`src/rtl/camera_pattern_gen.sv`:
```
// camera_pattern_gen
//   Synthesizable test-pattern camera source. It drives frame_valid, line_valid
//   and pixel_data in the sensor-bus format that the histogram/capture path
//   expects. Frames can be started by a trigger or run back to back.
//
// Ports
//   clk, rst_n          system clock, asynchronous active-low reset
//   en                  level enable; gates the start of new frames
//   trigger             frame-start request, sampled only in IDLE
//   free_run            1: the next frame follows FV_BLANK automatically
//   mode                pattern select, latched at frame start
//   num_frames          frames per sequence (0 = unlimited), latched at sequence start
//   seed                constant value / LFSR seed, latched at frame start
//   frame_valid         frame sync
//   line_valid          line sync
//   pixel_data          pixel value (0 outside line_valid)
//   frame_idx           index of the current/last frame of the sequence
//   busy                high while not IDLE
//   done                one-cycle pulse at sequence end
module camera_pattern_gen #(
  parameter int PIX_W    = 10,
  parameter int WIDTH    = 1920,
  parameter int HEIGHT   = 1280,
  parameter int LV_BLANK = 10,
  parameter int FV_SETUP = 2,
  parameter int FV_BLANK = 100
) (
  input  logic             clk,
  input  logic             rst_n,
  input  logic             en,
  input  logic             trigger,
  input  logic             free_run,
  input  logic [2:0]       mode,
  input  logic [7:0]       num_frames,
  input  logic [15:0]      seed,
  output logic             frame_valid,
  output logic             line_valid,
  output logic [PIX_W-1:0] pixel_data,
  output logic [7:0]       frame_idx,
  output logic             busy,
  output logic             done
);

  localparam int XW   = (WIDTH  > 1) ? $clog2(WIDTH)  : 1;
  localparam int YW   = (HEIGHT > 1) ? $clog2(HEIGHT) : 1;
  localparam int CMAX = (FV_SETUP > LV_BLANK) ?
                        ((FV_SETUP > FV_BLANK) ? FV_SETUP : FV_BLANK) :
                        ((LV_BLANK > FV_BLANK) ? LV_BLANK : FV_BLANK);
  localparam int CW   = $clog2(CMAX + 1);

  localparam logic [XW-1:0] X_LAST      = XW'(WIDTH - 1);
  localparam logic [YW-1:0] Y_LAST      = YW'(HEIGHT - 1);
  localparam logic [CW-1:0] SETUP_LAST  = CW'(FV_SETUP - 1);
  localparam logic [CW-1:0] LBLANK_LAST = CW'(LV_BLANK - 1);
  localparam logic [CW-1:0] FBLANK_LAST = CW'(FV_BLANK - 1);

  typedef enum logic [2:0] {
    S_IDLE, S_SETUP, S_LINE, S_LBLANK, S_FBLANK
  } state_t;

  state_t      state;
  logic [CW-1:0] cnt;
  logic [XW-1:0] x;
  logic [YW-1:0] y;
  logic [2:0]  mode_q;
  logic [15:0] seed_q;
  logic [15:0] lfsr;
  logic [7:0]  nf_q;
  logic [7:0]  frames_done;
  // A frame ended in trigger mode without closing the sequence: the next
  // trigger continues it instead of starting a new one.
  logic        seq_open;

  // 16-bit Galois LFSR, right shift, taps 0xB400.
  function automatic logic [15:0] lfsr_step(input logic [15:0] s);
    return s[0] ? ((s >> 1) ^ 16'hB400) : (s >> 1);
  endfunction

  // Pixel value for coordinate (px, py); sums are formed 32 bits wide and
  // truncated to PIX_W at the end.
  function automatic logic [PIX_W-1:0] pattern(
    input logic [2:0]    m,
    input logic [XW-1:0] px,
    input logic [YW-1:0] py,
    input logic [7:0]    fi,
    input logic [15:0]   sd,
    input logic [15:0]   lf
  );
    logic [31:0] xw, yw, v;
    xw = 32'(px);
    yw = 32'(py);
    case (m)
      3'd1:    v = yw;
      3'd2:    v = (xw[3] ^ yw[3]) ? '1 : '0;
      3'd3:    v = 32'(sd);
      3'd4:    v = 32'(lf);
      3'd5:    v = xw + 32'(fi);
      default: v = xw + yw;
    endcase
    return v[PIX_W-1:0];
  endfunction

  // Outputs are registered alongside the state: every transition assigns the
  // output values belonging to the cycle it enters.
  always_ff @(posedge clk or negedge rst_n) begin
    if (!rst_n) begin
      state       <= S_IDLE;
      cnt         <= '0;
      x           <= '0;
      y           <= '0;
      mode_q      <= '0;
      seed_q      <= '0;
      lfsr        <= '0;
      nf_q        <= '0;
      frames_done <= '0;
      seq_open    <= 1'b0;
      frame_valid <= 1'b0;
      line_valid  <= 1'b0;
      pixel_data  <= '0;
      frame_idx   <= '0;
      busy        <= 1'b0;
      done        <= 1'b0;
    end else begin
      done <= 1'b0;
      case (state)
        S_IDLE: begin
          if (en && trigger) begin
            state       <= S_SETUP;
            cnt         <= '0;
            x           <= '0;
            y           <= '0;
            mode_q      <= mode;
            seed_q      <= seed;
            lfsr        <= (seed == 16'd0) ? 16'hACE1 : seed;
            frame_valid <= 1'b1;
            busy        <= 1'b1;
            if (seq_open) begin
              frame_idx <= frame_idx + 8'd1;
            end else begin
              nf_q        <= num_frames;
              frames_done <= '0;
              frame_idx   <= '0;
            end
          end
        end

        S_SETUP: begin
          if (cnt == SETUP_LAST) begin
            state      <= S_LINE;
            cnt        <= '0;
            x          <= '0;
            line_valid <= 1'b1;
            pixel_data <= pattern(mode_q, '0, y, frame_idx, seed_q, lfsr);
            lfsr       <= lfsr_step(lfsr);
          end else begin
            cnt <= cnt + 1'b1;
          end
        end

        S_LINE: begin
          if (x == X_LAST) begin
            line_valid <= 1'b0;
            pixel_data <= '0;
            cnt        <= '0;
            if (y != Y_LAST) begin
              state <= S_LBLANK;
              y     <= y + 1'b1;
            end else begin
              // last line of the frame: no line blank, straight to frame blank
              state       <= S_FBLANK;
              frame_valid <= 1'b0;
              frames_done <= frames_done + 8'd1;
            end
          end else begin
            x          <= x + 1'b1;
            pixel_data <= pattern(mode_q, x + 1'b1, y, frame_idx, seed_q, lfsr);
            lfsr       <= lfsr_step(lfsr);
          end
        end

        S_LBLANK: begin
          if (cnt == LBLANK_LAST) begin
            state      <= S_LINE;
            cnt        <= '0;
            x          <= '0;
            line_valid <= 1'b1;
            pixel_data <= pattern(mode_q, '0, y, frame_idx, seed_q, lfsr);
            lfsr       <= lfsr_step(lfsr);
          end else begin
            cnt <= cnt + 1'b1;
          end
        end

        S_FBLANK: begin
          if (cnt == FBLANK_LAST) begin
            cnt <= '0;
            if (((nf_q != 8'd0) && (frames_done == nf_q)) || !en) begin
              state    <= S_IDLE;
              busy     <= 1'b0;
              done     <= 1'b1;
              seq_open <= 1'b0;
            end else if (free_run) begin
              state       <= S_SETUP;
              x           <= '0;
              y           <= '0;
              mode_q      <= mode;
              seed_q      <= seed;
              lfsr        <= (seed == 16'd0) ? 16'hACE1 : seed;
              frame_valid <= 1'b1;
              frame_idx   <= frame_idx + 8'd1;
            end else begin
              state    <= S_IDLE;
              busy     <= 1'b0;
              seq_open <= 1'b1;
            end
          end else begin
            cnt <= cnt + 1'b1;
          end
        end

        default: state <= S_IDLE;
      endcase
    end
  end

endmodule

```
`config.mk`:
```
export PLATFORM = sky130hd
export DESIGN_NAME = camera_pattern_gen
export DESIGN_NICKNAME = d
export VERILOG_FILES = /design/src/rtl/camera_pattern_gen.sv
export SDC_FILE = /design/constraint.sdc
export NUM_CORES = 1
export LEC_CHECK = 0
export BUFFER_PORTS_ARGS = -buffer_cell sky130_fd_sc_hd__buf_2
export CORE_MARGIN = 8
export CORE_UTILIZATION = 35
export DETAILED_ROUTE_END_ITERATION = 10
export GPL_TIMING_DRIVEN = 0
export PLACE_DENSITY = 0.54
export SYNTH_ARGS = -nofsm -noshare
export SYNTH_HDL_FRONTEND = slang
export SYNTH_SLANG_ARGS = --single-unit
```
`constraint.sdc`:
```
create_clock -name clk -period 6.1 [get_ports clk]
set_input_delay 0.61 -clock clk [delete_from_list [all_inputs] [get_ports clk]]
set_output_delay 0.61 -clock clk [all_outputs]
set_load 0.02 [all_outputs]
```
=== Word level (Yosys, flattened, before mapping) ===
Index checks and enable logic that the tools add are counted.

* Bitwise logic cells: 3
* $add $sub $neg: 7
* Eq/ne operators: 28
* Reductions and logical operators: 24
* Multiplexer cells: 85

{| class="wikitable"
|+ Operator list
! cell !! count
|-
| two-way mux 16 bit || 9
|-
| two-way mux 11 bit || 9
|-
| two-way mux 10 bit || 9
|-
| case mux 16 bit (5 select lines) || 1
|-
| two-way mux 8 bit || 9
|-
| case mux 11 bit (5 select lines) || 1
|-
| case mux 10 bit (5 select lines) || 1
|-
| case mux 10 bit (4 select lines) || 1
|-
| two-way mux 7 bit || 5
|-
| case mux 7 bit (5 select lines) || 1
|-
| case mux 11 bit (3 select lines) || 1
|-
| case mux 8 bit (2 select lines) || 2
|-
| two-way mux 3 bit || 10
|-
| case mux 10 bit (3 select lines) || 1
|-
| adder 11 x 1 -> 11 bit, second input constant || 2
|-
| != test 2 bit, second input constant || 11
|-
| case mux 10 bit (2 select lines) || 1
|-
| two-way mux 1 bit || 19
|-
| adder 8 x 1 -> 8 bit, second input constant || 2
|-
| zero test 16 bit || 1
|-
| case mux 3 bit (5 select lines) || 1
|-
| AND reduction 5 bit || 3
|-
| AND reduction 7 bit || 2
|-
| equality test 3 x 2 -> 1 bit, second input constant || 4
|-
| 30 further kinds || 41
|}

* Logic and storage cells: 163
* Bits in registers: 100
* Output and inout port bits: 22
* Input bits: 32

=== Logic depth before layout (Yosys ltp) ===
* Depth in word-level cells: 6
* Mapped depth: 13

=== Worst setup path after synthesis ===
OpenSTA, ideal clock, no wires.

* Path type: register -> register
* Start point: register mode_q[1]
* End point: register pixel_data[6]
* Path slack: 3.099 ns
* Clock period less this slack: 3.001 ns
* Arrival: 2.859 ns
* Setup time: 0.142 ns
* Cell stages (with the launch flop): 14
* Cell sequence: dfrtp_1 clkbuf_1 nand3b_1 clkbuf_1 mux2_2 ha_1 inv_1 fa_1 nor2b_1 o31a_1 o21a_1 or3_1 a21oi_1 o221ai_1

* Longest elaborated chain between the ends: 4
* Elaborated cells between the ends (all ways): 11
* Classes of those cells: 5 x eq/ne; 6 x mux

{| class="wikitable"
|+ RTL lines
! element !! RTL line !! text
|-
| start: declaration || 65 || <nowiki>logic [2:0] mode_q;</nowiki>
|-
| start signal: assignment || 132 || <nowiki>mode_q <= mode;</nowiki>
|-
| start signal: assignment || 206 || <nowiki>mode_q <= mode;</nowiki>
|-
| equality test 3 bit, or another cell as far along || 92 || <nowiki>case (m)</nowiki>
|-
| case mux 10 bit (5 select lines) or case mux 10 bit (4 select lines) (tied branches) || 92 ||
|-
| two-way mux 10 bit, on equally long branches || 161, 148, 182 ||
|-
| case mux 10 bit (3 select lines) (*) || 125 || <nowiki>case (state)</nowiki>
|-
| end signal: assignment || 153 || <nowiki>pixel_data <= pattern(mode_q, '0, y, frame_idx, seed_q, lfsr);</nowiki>
|-
| end signal: assignment || 176 || <nowiki>pixel_data <= pattern(mode_q, x + 1'b1, y, frame_idx, seed_q, lfsr);</nowiki>
|-
| end signal: assignment || 187 || <nowiki>pixel_data <= pattern(mode_q, '0, y, frame_idx, seed_q, lfsr);</nowiki>
|-
| end: declaration || 38 || <nowiki>output logic [PIX_W-1:0] pixel_data,</nowiki>
|}

Every way passes the cells marked *; elsewhere a longest branch is shown, timed or not. The select of a mux whose other input is x is not followed.
A chain may end at the register's enable or synchronous reset.

=== Final worst setup path ===
Same ends and word-level chain as after synthesis.

==> results.toml <==
[global_routing]
antenna_found_initial = 0
grt_pass1_vias = 5616
overflow = 0
grt_max_degree = 55
grt_first_pass_wirelength_um = 31600
grt_usage_pct = 17.9

[yosys]
yosys_warnings = 0
syn-num-nets = 734
netlist_area_um2 = 6400
synth_top_area_share_pct = 39.1
synth_area_leaders = "dfrtp_1 39%, mux2_2 7.0%, o21ai_0 4.5%"
yosysSeqAreaShare_pct = 39.1
async_flop_share_pct = 100
synth-edff-count = 0
synth_ff_type = "dfrtp_1"
postSynthCellCount = 686
synth_seq_cells = 100
avgSynthCellArea_um2 = 9.34
synth_area_leader_cell = "dfrtp_1"
ys_types = 70

[timing]
drv_slew = 0
skew_ns = 0.0172
slew_headroom_pct = 21.6
period_needed_ns = 3.57
final_hold_viol_count = 0
setup_violations = 0
finalHoldWorstSlack_ns = 0.274
fin_crit_sh_pct = 58.5
worstMarginPinSlew_ns = 1.17
rsz0062_at_grt = "false"
fmaxAchievable_ghz = 0.280
fin_tns_setup_ns = 0

[clock_network]
ctsResizeCount = 0
cts_max_level = 3
cts.path.max_buffers = 2
cts_made_buffers = 9
cts.sinks = 100
hold_buffers = 0
clockRootBuffer = "clkbuf_16"
path_clk_slew_ns = 0.07
insertion_delay_ns = 0.36
cts_setup_buffers = 0
cts_tree = "yes"

[die]
row_count = 49
die_h_um = 151
core_area_um2 = 18000
io_pins = 54
fp.dieW_um = 151
dieArea_um2 = 22900
start_util_pct = 35.7

[layout]
drive_above_1_share_pct = 18.0
fin_nets = 799
area_growth_syn_to_layout_pct = 13.9
fin_util_pct = 40.6
fillers = 1834
antenna_cells_inserted = 0

[setup_path]
critPathRequiredTime_ns = 6.31
arrival_ns = 3.77
crit_path_max_fanout = 10
critical-path-top-delay-family = "buffers and inverters"
cp_slowest_cell = "clkbuf_1"
cp_common_cell = "clkbuf_1"
cp-start-kind = "flop"
max_stage_delay_ns = 0.40
path_cells = "clkbuf_1, nand3b_1, clkbuf_1, mux2_2, ha_1, inv_1, fa_1, nor2b_1, o31a_1, o21a_1, or3_1, a21oi_1, o221ai_1"
crit_buf_inv = 3
crit_type = "flop to flop"
cp-end-kind = "flop"

[place]
numPortBuffers = 53
gp_congestion = 0.856
hpwl_um = 15100

[pwr]
clkPwrFrac_pct = 45.9
switchingPower_w = 0.000310
pwr-share-comb_pct = 3.1
seq_power_share_pct = 51.0
p_int_w = 0.00100
power_leakage_nw = 3.40
powerDensity_nw_per_um2 = 180
ir_drop_mv = 0.129
sw_frac_of_total_pct = 23.6

[run]
maxCapViolations = 0

[outcome]
status = "finished clean"

[drt]
antenna_left = 0
wl_per_cell_um = 20.0
first_pass_iters = 5
drtIter0Drc = 495
via_count = 5682
routed_wirelength_um = 19700
route.detailed.drc = 0
viasPerCell = 5.77

[min_path]
worst_hold_path_type = "input port to async pin"
==> cell usage after synthesis, types with 3 or more instances <==
master     instances
nand4_1            9
or3_1             10
a21o_1            11
xor2_1            22
nand2_1           62
a31oi_1            7
a21oi_1           40
buf_1              3
xnor2_1           14
o22ai_1           14
a221o_1            3
ha_1              15
o221ai_1           6
dfrtp_1          100
a22oi_1            5
o21a_1             5
nand2b_1           5
nor4_1             8
and3_1             7
a211oi_1           5
mux2i_1           19
a221oi_1           8
o21ai_0           57
and2_1             5
o31ai_1            3
mux2_1             3
buf_4              3
nor3b_1            7
o211ai_1           5
nor3_1             6
clkbuf_1          24
a211o_1            3
nor4_2             3
mux2_2            40
nor2_1            41
buf_2              5
or4_1              8
nor2b_1            4
inv_1             30
o31a_1             3
a2111oi_0          3
nand3_1           19
==> state kept, by name, indices dropped and copies added (netlist names), 8 cells and up <==
signal and flops:
pixel_data 10, nf_q 8, frames_done 8, lfsr 16, y 11, seed_q 10
frame_idx 8, x 11
==> per-layer routing <==
layer / share of wire [%] / GRT usage (%) / wire [µm]
met1: 47 / 24.5 / 9310
met2: 46 / 28.4 / 9120
met3: 5.0 / 3.02 / 985
met4: 1.6 / 4.95 / 323
met5: 0 / 0 / 0
==> logic make-up after synthesis <==
logic type / count (synthesis) / share of synthesized area, %
AOI/OAI and AO/OA: 193 / 19.5
xor gates and xnor gates: 38 / 5.63
adders and majority gates: 16 / 3.24
buffers and inverters: 66 / 4.26
DFF: 100 / 39.1
muxes: 62 / 10.5
and+or+nand+nor: 211 / 17.8
==> worst reg2reg max path: stages (launching register included) <==
cell      delay, ns
dfrtp_1        0.33
clkbuf_1       0.40
nand3b_1       0.22
clkbuf_1       0.40
mux2_2         0.40
ha_1           0.23
inv_1          0.08
fa_1           0.22
nor2b_1        0.08
o31a_1         0.29
o21a_1         0.19
or3_1          0.31
a21oi_1        0.15
o221ai_1       0.12
==> power by group through the flow <==
stage | clock, W | combinational (W) | sequential [W]
CTS | 0.000622 | 0.0000418 | 0.000669
floorplan | 0 | 0.00000577 | 0.000682
detailed placement | 0 | 0.0000416 | 0.000682
global route | 0.000649 | 0.0000460 | 0.000669
global placement | 0 | 0.0000382 | 0.000682
finish | 0.000603 | 0.0000403 | 0.000669
==> through the flow <==
step	cell area, µm²	total power (W)	setup WS (ns)	cells
4_1_cts	7290	0.00133	2.57	985
6_report	7290	0.00131	2.53	985
3_5_place_dp	6990	0.000724	2.59	969
5_1_grt	7290	0.00136	2.31	985
3_3_place_gp	6960	0.000720	2.64	968
2_1_floorplan	6400	0.000688	3.10	686
==> cell type report <==
type / count / area (µm²) / area share, %
Timing Repair Buffer: 54 / 295 / 4.05
Clock inverter: 7 / 80.1 / 1.10
Clock buffer: 9 / 225 / 3.09
Inverter: 30 / 113 / 1.54
Buffer: 36 / 160 / 2.20
Tap cell: 229 / 287 / 3.93
Multi-Input combinational cell: 520 / 3630 / 49.8
Sequential cell: 100 / 2500 / 34.3
==> cell usage in the layout, fill, tap and decap left out, types with 4 or more instances in the layout <==
cell type / Yosys / routed
nand4_1: 9 / 9
nor3_1: 6 / 6
clkbuf_1: 24 / 24
a31oi_1: 7 / 7
a211oi_1: 5 / 5
o22ai_1: 14 / 14
a21o_1: 11 / 11
and2_1: 5 / 5
nand2_1: 62 / 62
nor2b_1: 4 / 4
ha_1: 15 / 15
inv_1: 30 / 30
nor3b_1: 7 / 7
nand3_1: 19 / 19
buf_4: 3 / 4
mux2i_1: 19 / 19
nand2b_1: 5 / 5
a21oi_1: 40 / 40
or4_1: 8 / 8
o21ai_0: 57 / 57
mux2_2: 40 / 40
o21a_1: 5 / 5
or3_1: 10 / 10
dfrtp_1: 100 / 100
xor2_1: 22 / 22
o211ai_1: 5 / 5
buf_2: 5 / 57
clkbuf_16: 0 / 9
and3_1: 7 / 7
nor2_1: 41 / 41
o221ai_1: 6 / 6
nor4_1: 8 / 8
a221oi_1: 8 / 8
xnor2_1: 14 / 14
a22oi_1: 5 / 5
==> worst paths after layout <==
path	endpoint	cells after the start	start	slack, ns
setup reg to reg	pixel_data[6]	13	mode_q[1]	2.53
hold reg to reg	pixel_data[0]	1	pixel_data[0]	0.48
min in group clk	nf_q[2]	2	num_frames[2]	0.48
setup / recovery	pixel_data[6]	13	mode_q[1]	2.53
max in group asynchronous	state[1]	2	rst_n	5.12
hold / removal	pixel_data[5]	1	rst_n	0.27
No activity file was read; power rests on OpenSTA's default activity.
